**src/rtl/candy_vending_machine_moore_pkg.sv**
```systemverilog
// Shared definitions for the candy vending machine.
//   - state_t     : FSM state encoding (binary)
//   - COIN5_CODE  : coin code for a 5-unit coin
//   - COIN10_CODE : coin code for a 10-unit coin
//   - PRICE       : candy price in units
//   - CHANGE_AMT  : change returned on a 20-unit payment
package candy_vending_machine_moore_pkg;

    typedef enum logic [2:0] {
        IDLE     = 3'd0,
        C5       = 3'd1,
        C10      = 3'd2,
        VEND     = 3'd3,
        VEND_CHG = 3'd4
    } state_t;

    localparam logic [3:0] COIN5_CODE  = 4'b0101;
    localparam logic [3:0] COIN10_CODE = 4'b1010;
    localparam logic [4:0] PRICE       = 5'd15;
    localparam logic [4:0] CHANGE_AMT  = 5'd5;

endpackage

```
**src/rtl/candy_vending_machine_moore_coin_decoder.sv**
```systemverilog
// Coin code decoder.
// Ports:
//   coin  in  [3:0] raw coin code from the acceptor
//   hit   out [1:0] one-hot {is5, is10}; 2'b00 for any unrecognised code
module candy_vending_machine_moore_coin_decoder
    import candy_vending_machine_moore_pkg::*;
(
    input  logic [3:0] coin,
    output logic [1:0] hit
);

    always_comb begin
        hit = 2'b00;
        if (coin == COIN5_CODE) begin
            hit = 2'b10;
        end else if (coin == COIN10_CODE) begin
            hit = 2'b01;
        end
    end

endmodule

```
**src/rtl/candy_vending_machine_moore.sv**
```systemverilog
// Moore FSM for a candy vending machine: 5- and 10-unit coins, price 15.
// One coin per clock; an overpay of 20 returns one 5-unit change.
// Ports:
//   clk      in       system clock, rising edge
//   rst      in       asynchronous active-high reset to IDLE
//   coin     in  [3:0] coin code sampled every rising edge
//   candy    out      one-cycle pulse while in a vend state
//   change   out      one-cycle pulse when 5 units of change are returned
//   balance  out [4:0] credit held (0/5/10) or amount paid in a vend state (15/20)
// Outputs depend on the state register only; coin never reaches an output
// combinationally.
module candy_vending_machine_moore
    import candy_vending_machine_moore_pkg::*;
(
    input  logic       clk,
    input  logic       rst,
    input  logic [3:0] coin,
    output logic       candy,
    output logic       change,
    output logic [4:0] balance
);

    state_t     state;
    logic [1:0] hit;
    logic       is5;
    logic       is10;

    candy_vending_machine_moore_coin_decoder u_coin_decoder (
        .coin (coin),
        .hit  (hit)
    );

    assign is5  = hit[1];
    assign is10 = hit[0];

    // Vend states last one cycle; a coin arriving during a vend cycle is
    // credited to the next purchase, exactly as if the machine were idle.
    always_ff @(posedge clk or posedge rst) begin
        if (rst) begin
            state <= IDLE;
        end else begin
            case (state)
                IDLE, VEND, VEND_CHG: begin
                    if (is5)       state <= C5;
                    else if (is10) state <= C10;
                    else           state <= IDLE;
                end
                C5: begin
                    if (is5)       state <= C10;
                    else if (is10) state <= VEND;
                    else           state <= C5;
                end
                C10: begin
                    if (is5)       state <= VEND;
                    else if (is10) state <= VEND_CHG;
                    else           state <= C10;
                end
                // Unused encodings recover to IDLE on the next edge.
                default: state <= IDLE;
            endcase
        end
    end

    // Output decode; unused encodings drive all outputs low.
    always_comb begin
        candy   = 1'b0;
        change  = 1'b0;
        balance = 5'd0;
        case (state)
            C5:       balance = 5'd5;
            C10:      balance = 5'd10;
            VEND: begin
                candy   = 1'b1;
                balance = PRICE;
            end
            VEND_CHG: begin
                candy   = 1'b1;
                change  = 1'b1;
                balance = PRICE + CHANGE_AMT;
            end
            default: ;
        endcase
    end

endmodule

```
**config.mk**
```make
export PLATFORM = sky130hd
export DESIGN_NAME = candy_vending_machine_moore
export DESIGN_NICKNAME = d
export VERILOG_FILES = /design/src/rtl/candy_vending_machine_moore_pkg.sv /design/src/rtl/candy_vending_machine_moore_coin_decoder.sv /design/src/rtl/candy_vending_machine_moore.sv
export SDC_FILE = /design/constraint.sdc
export NUM_CORES = 1
export LEC_CHECK = 0
export ABC_CLOCK_PERIOD_IN_PS = 1500
export CAP_MARGIN = 20
export CORE_AREA = 2 2 39 41
export CTS_BUF_LIST = sky130_fd_sc_hd__clkbuf_16
export DETAILED_ROUTE_END_ITERATION = 16
export DIE_AREA = 0 0 41 43
export PLACE_DENSITY = 0.47
export SYNTH_ARGS = -nofsm -noshare
export SYNTH_HDL_FRONTEND = slang
export SYNTH_SLANG_ARGS = --single-unit
```
**constraint.sdc**
```tcl
create_clock -name clk -period 1.5 [get_ports clk]
set_clock_uncertainty 0.15 [all_clocks]
set_input_delay 0.3 -clock clk [delete_from_list [all_inputs] [get_ports clk]]
set_output_delay 0.3 -clock clk [all_outputs]
set_load 0.05 [all_outputs]
```
==> results_tabular.tex <==
\begin{tabular}{lr}
\hline
Metric & Value \\
\hline
\multicolumn{2}{l}{\textbf{Status}} \\
\quad Run status & complete, but fails checks \\
\quad Violations in the final reports & setup timing \\
\multicolumn{2}{l}{\textbf{Route}} \\
\quad Antenna-violating nets left & 0 \\
\quad Vias per cell & 4.24 \\
\quad Total Wirelength & 788 um \\
\quad Avg WL per Cell & 11.9 um \\
\quad Overall via count from detail\_route & 280 \\
\quad Total DRC errors in the routed layout & 0 \\
\quad Starting DRT DRC Count & 1 \\
\quad Number of search-and-repair iterations in the first detailed-routing pass & 2 \\
\multicolumn{2}{l}{\textbf{STA}} \\
\quad Transition time at the pin with the least slew margin & 0.254 ns \\
\quad Final critical-path setup slack & -0.0891 ns \\
\quad Final Hold Viols & 0 \\
\quad RSZ-0062 raised after global routing & yes \\
\quad Peak clock frequency supported by timing & 629 MHz \\
\quad Headroom to the max-slew limit & 82.9\% \\
\quad Final-report setup violation count & 7 \\
\quad Final-layout worst hold slack & 0.0873 ns \\
\quad Time the final worst path needs with I/O delays and setup & 1.59 ns \\
\quad Final slew viol count & 0 \\
\quad Period utilisation layout & 106\% \\
\multicolumn{2}{l}{\textbf{Hold path}} \\
\quad Hold WC Path Type & in -> async \\
\multicolumn{2}{l}{\textbf{Yosys}} \\
\quad Synthesized instance count & 25 \\
\quad Biggest area contributors in the synthesized netlist & dfrtp\_1 (33\%), nand4bb\_4 (12\%), inv\_1 (6.6\%) \\
\quad Distinct cell type count of the synthesized netlist & 16 \\
\quad Synth Register Bits & 3 \\
\quad Synth Net Count & 31 \\
\quad Share of the synthesized area in the top cell type & 33.1\% \\
\quad Avg Cell Area, Syn & 9.06 um\^{}2 \\
\quad Synthesis Warnings & 0 \\
\quad Netlist Area Pre-Place & 226 um\^{}2 \\
\quad Sequential area share after synthesis & 33.1\% \\
\quad Most area-hungry cell type in the Yosys netlist & dfrtp\_1 \\
\multicolumn{2}{l}{\textbf{Layout}} \\
\quad Antenna diodes & 0 \\
\quad Flip-flop count of the largest register after layout & 3 \\
\quad Leading registers by flop count & state (3) \\
\quad Most common cell after layout, fill and taps aside & buf\_4 \\
\quad Register containing the most flip-flops in the final layout & state \\
\quad Top library cells by usage in the layout, fill and taps aside & buf\_4 (9), buf\_12 (7), nand2\_4 (4), dlygate4sd2\_1 (4), clkbuf\_16 (3) \\
\quad Area grow syn2layout & 193\% \\
\quad Number of nets in the finished design & 57 \\
\quad Ratio of cells with drive above 1 in the final layout & 72.0\% \\
\multicolumn{2}{l}{\textbf{Die}} \\
\quad Die boundary width & 41 um \\
\quad Area of the die & 1760 um\^{}2 \\
\quad Number of placed I/O pins & 13 \\
\quad Number of rows in the core area & 14 \\
\quad Placeable core area & 1380 um\^{}2 \\
\quad Initial Utilization & 16.4\% \\
\quad Die span in y & 43 um \\
\multicolumn{2}{l}{\textbf{Pwr}} \\
\quad LEAKAGE & 0.320 nW \\
\quad Total power density per cell area & 2060 nW/um\^{}2 \\
\quad Peak supply drop & 0.999 mV \\
\multicolumn{2}{l}{\textbf{Global routing}} \\
\quad Maximum number of pins on one net before global-route repair & 5 \\
\quad Initial antenna violation count & 0 \\
\quad Global-route usage over all layers & 12.0\% \\
\quad Remaining global-route overflow & 0 \\
\quad Vias in the first global route & 311 \\
\quad First-pass GRT wire length & 1310 um \\
\multicolumn{2}{l}{\textbf{Critical path}} \\
\quad Category of the most critical setup path & reg -> out \\
\quad Worst path arrival time & 1.14 ns \\
\quad Crit end category & output pin \\
\quad Kind of launch point of the worst setup path & flop \\
\quad Largest fanout of any net on the critical path & 4 \\
\quad WP data required & 1.05 ns \\
\quad Slack of the worst reg-to-reg path & 0.07 ns \\
\multicolumn{2}{l}{\textbf{Placement}} \\
\quad Number of port buffers & 12 \\
\quad HPWL after detailed placement & 405 um \\
\quad Setup slack after placement & -0.290 ns \\
\quad Final estimated routing congestion in global placement & 0.740 \\
\multicolumn{2}{l}{\textbf{Clock network}} \\
\quad H-tree depth & 1 \\
\quad Clock buffers created by TritonCTS & 3 \\
\quad Cts-stage hold buffer count & 0 \\
\quad CTS tree & yes \\
\quad Clock slew at reported path FFs & 0.03 ns \\
\quad Root buf cell & clkbuf\_16 \\
\quad Number of clock sinks & 3 \\
\quad Clock buffer depth & 2 \\
\quad Clock insertion delay at the later pin of the skew report & 0.23 ns \\
\multicolumn{2}{l}{\textbf{Flow run}} \\
\quad Max-cap viol count & 0 \\
\hline
\end{tabular}
-- cell families after synthesis --
group           Yosys count  share of synthesized area [%]
simple gates             11                           39.2
buf+inv                   6                           11.6
mux                       1                           4.42
flops                     3                           33.1
compound gates            4                           11.6
-- critical path, stage by stage, from the launching register on --
cell      delay, ns
dfrtp_1        0.40
nand2b_4       0.18
inv_4          0.08
nand2_4        0.05
nand2_4        0.07
buf_12         0.13
-- cell usage after synthesis --
cell       n
mux2i_1    1
nand2b_1   2
inv_2      1
nand2_1    4
o311ai_1   1
o21a_1     1
o21ai_0    1
inv_1      4
and4bb_1   1
o21ai_1    1
buf_4      1
nor3b_1    1
nand4bb_4  1
dfrtp_1    3
nor2_1     1
or4b_1     1
-- layer usage --
| metal | wire, um | track usage (%) | up-vias |
|---|---|---|---|
| met5 | 0 | 0 | - |
| li1 | - | - | 132 |
| met4 | 22 | 10.0 | 0 |
| met3 | 65 | 3.66 | 4 |
| met2 | 452 | 19.7 | 14 |
| met1 | 248 | 11.0 | 130 |
-- power by group --
| part | total [mW] | internal (mW) | switching (mW) |
|---|---|---|---|
| registers | 0.152 | 0.108 | 0.0437 |
| clock network | 0.426 | 0.344 | 0.0810 |
| logic | 0.793 | 0.399 | 0.393 |
-- repair_timing --
action,4_1_cts,5_1_grt
pin swaps,5,3
setup buffers,8,1
endpoints found under the hold margin,0,0
resized for setup,20,3
endpoints found under the setup margin,8,7
-- cell type report --
class                      count  area, um^2
fill                         127         719
timing repair buffer          22         264
multi-input combinational     16         199
sequential                     3        77.6
clock buffer                   3        75.1
inverter                       5        25.0
tap                           16        20.0
clock inverter                 1        3.75
-- path summary, 6_finish.rpt --
kind | start | to | cells after the start
max | state[2]$_DFF_PP0_ | candy | 5
min | rst | state[2]$_DFF_PP0_ | 2
max reg2reg | state[1]$_DFF_PP0_ | state[1]$_DFF_PP0_ | 3
min reg2reg | state[0]$_DFF_PP0_ | state[2]$_DFF_PP0_ | 2
max in group asynchronous | rst | state[1]$_DFF_PP0_ | 2
min in group clk | state[0]$_DFF_PP0_ | state[2]$_DFF_PP0_ | 2
-- through the flow --
step	setup TNS (ns)	cells	cell area (um^2)	total power [mW]	utilization, %
after floorplan	-0.0254	25	239	0.436	-
after global placement	-0.420	53	445	0.684	32.2
after detailed placement	-0.487	53	445	0.687	32.2
after CTS	-0.222	65	642	1.32	46.4
after global routing	-0.633	66	664	1.43	48.0
final	-0.406	66	664	1.37	48.0
(Power assumes the default switching activity.)
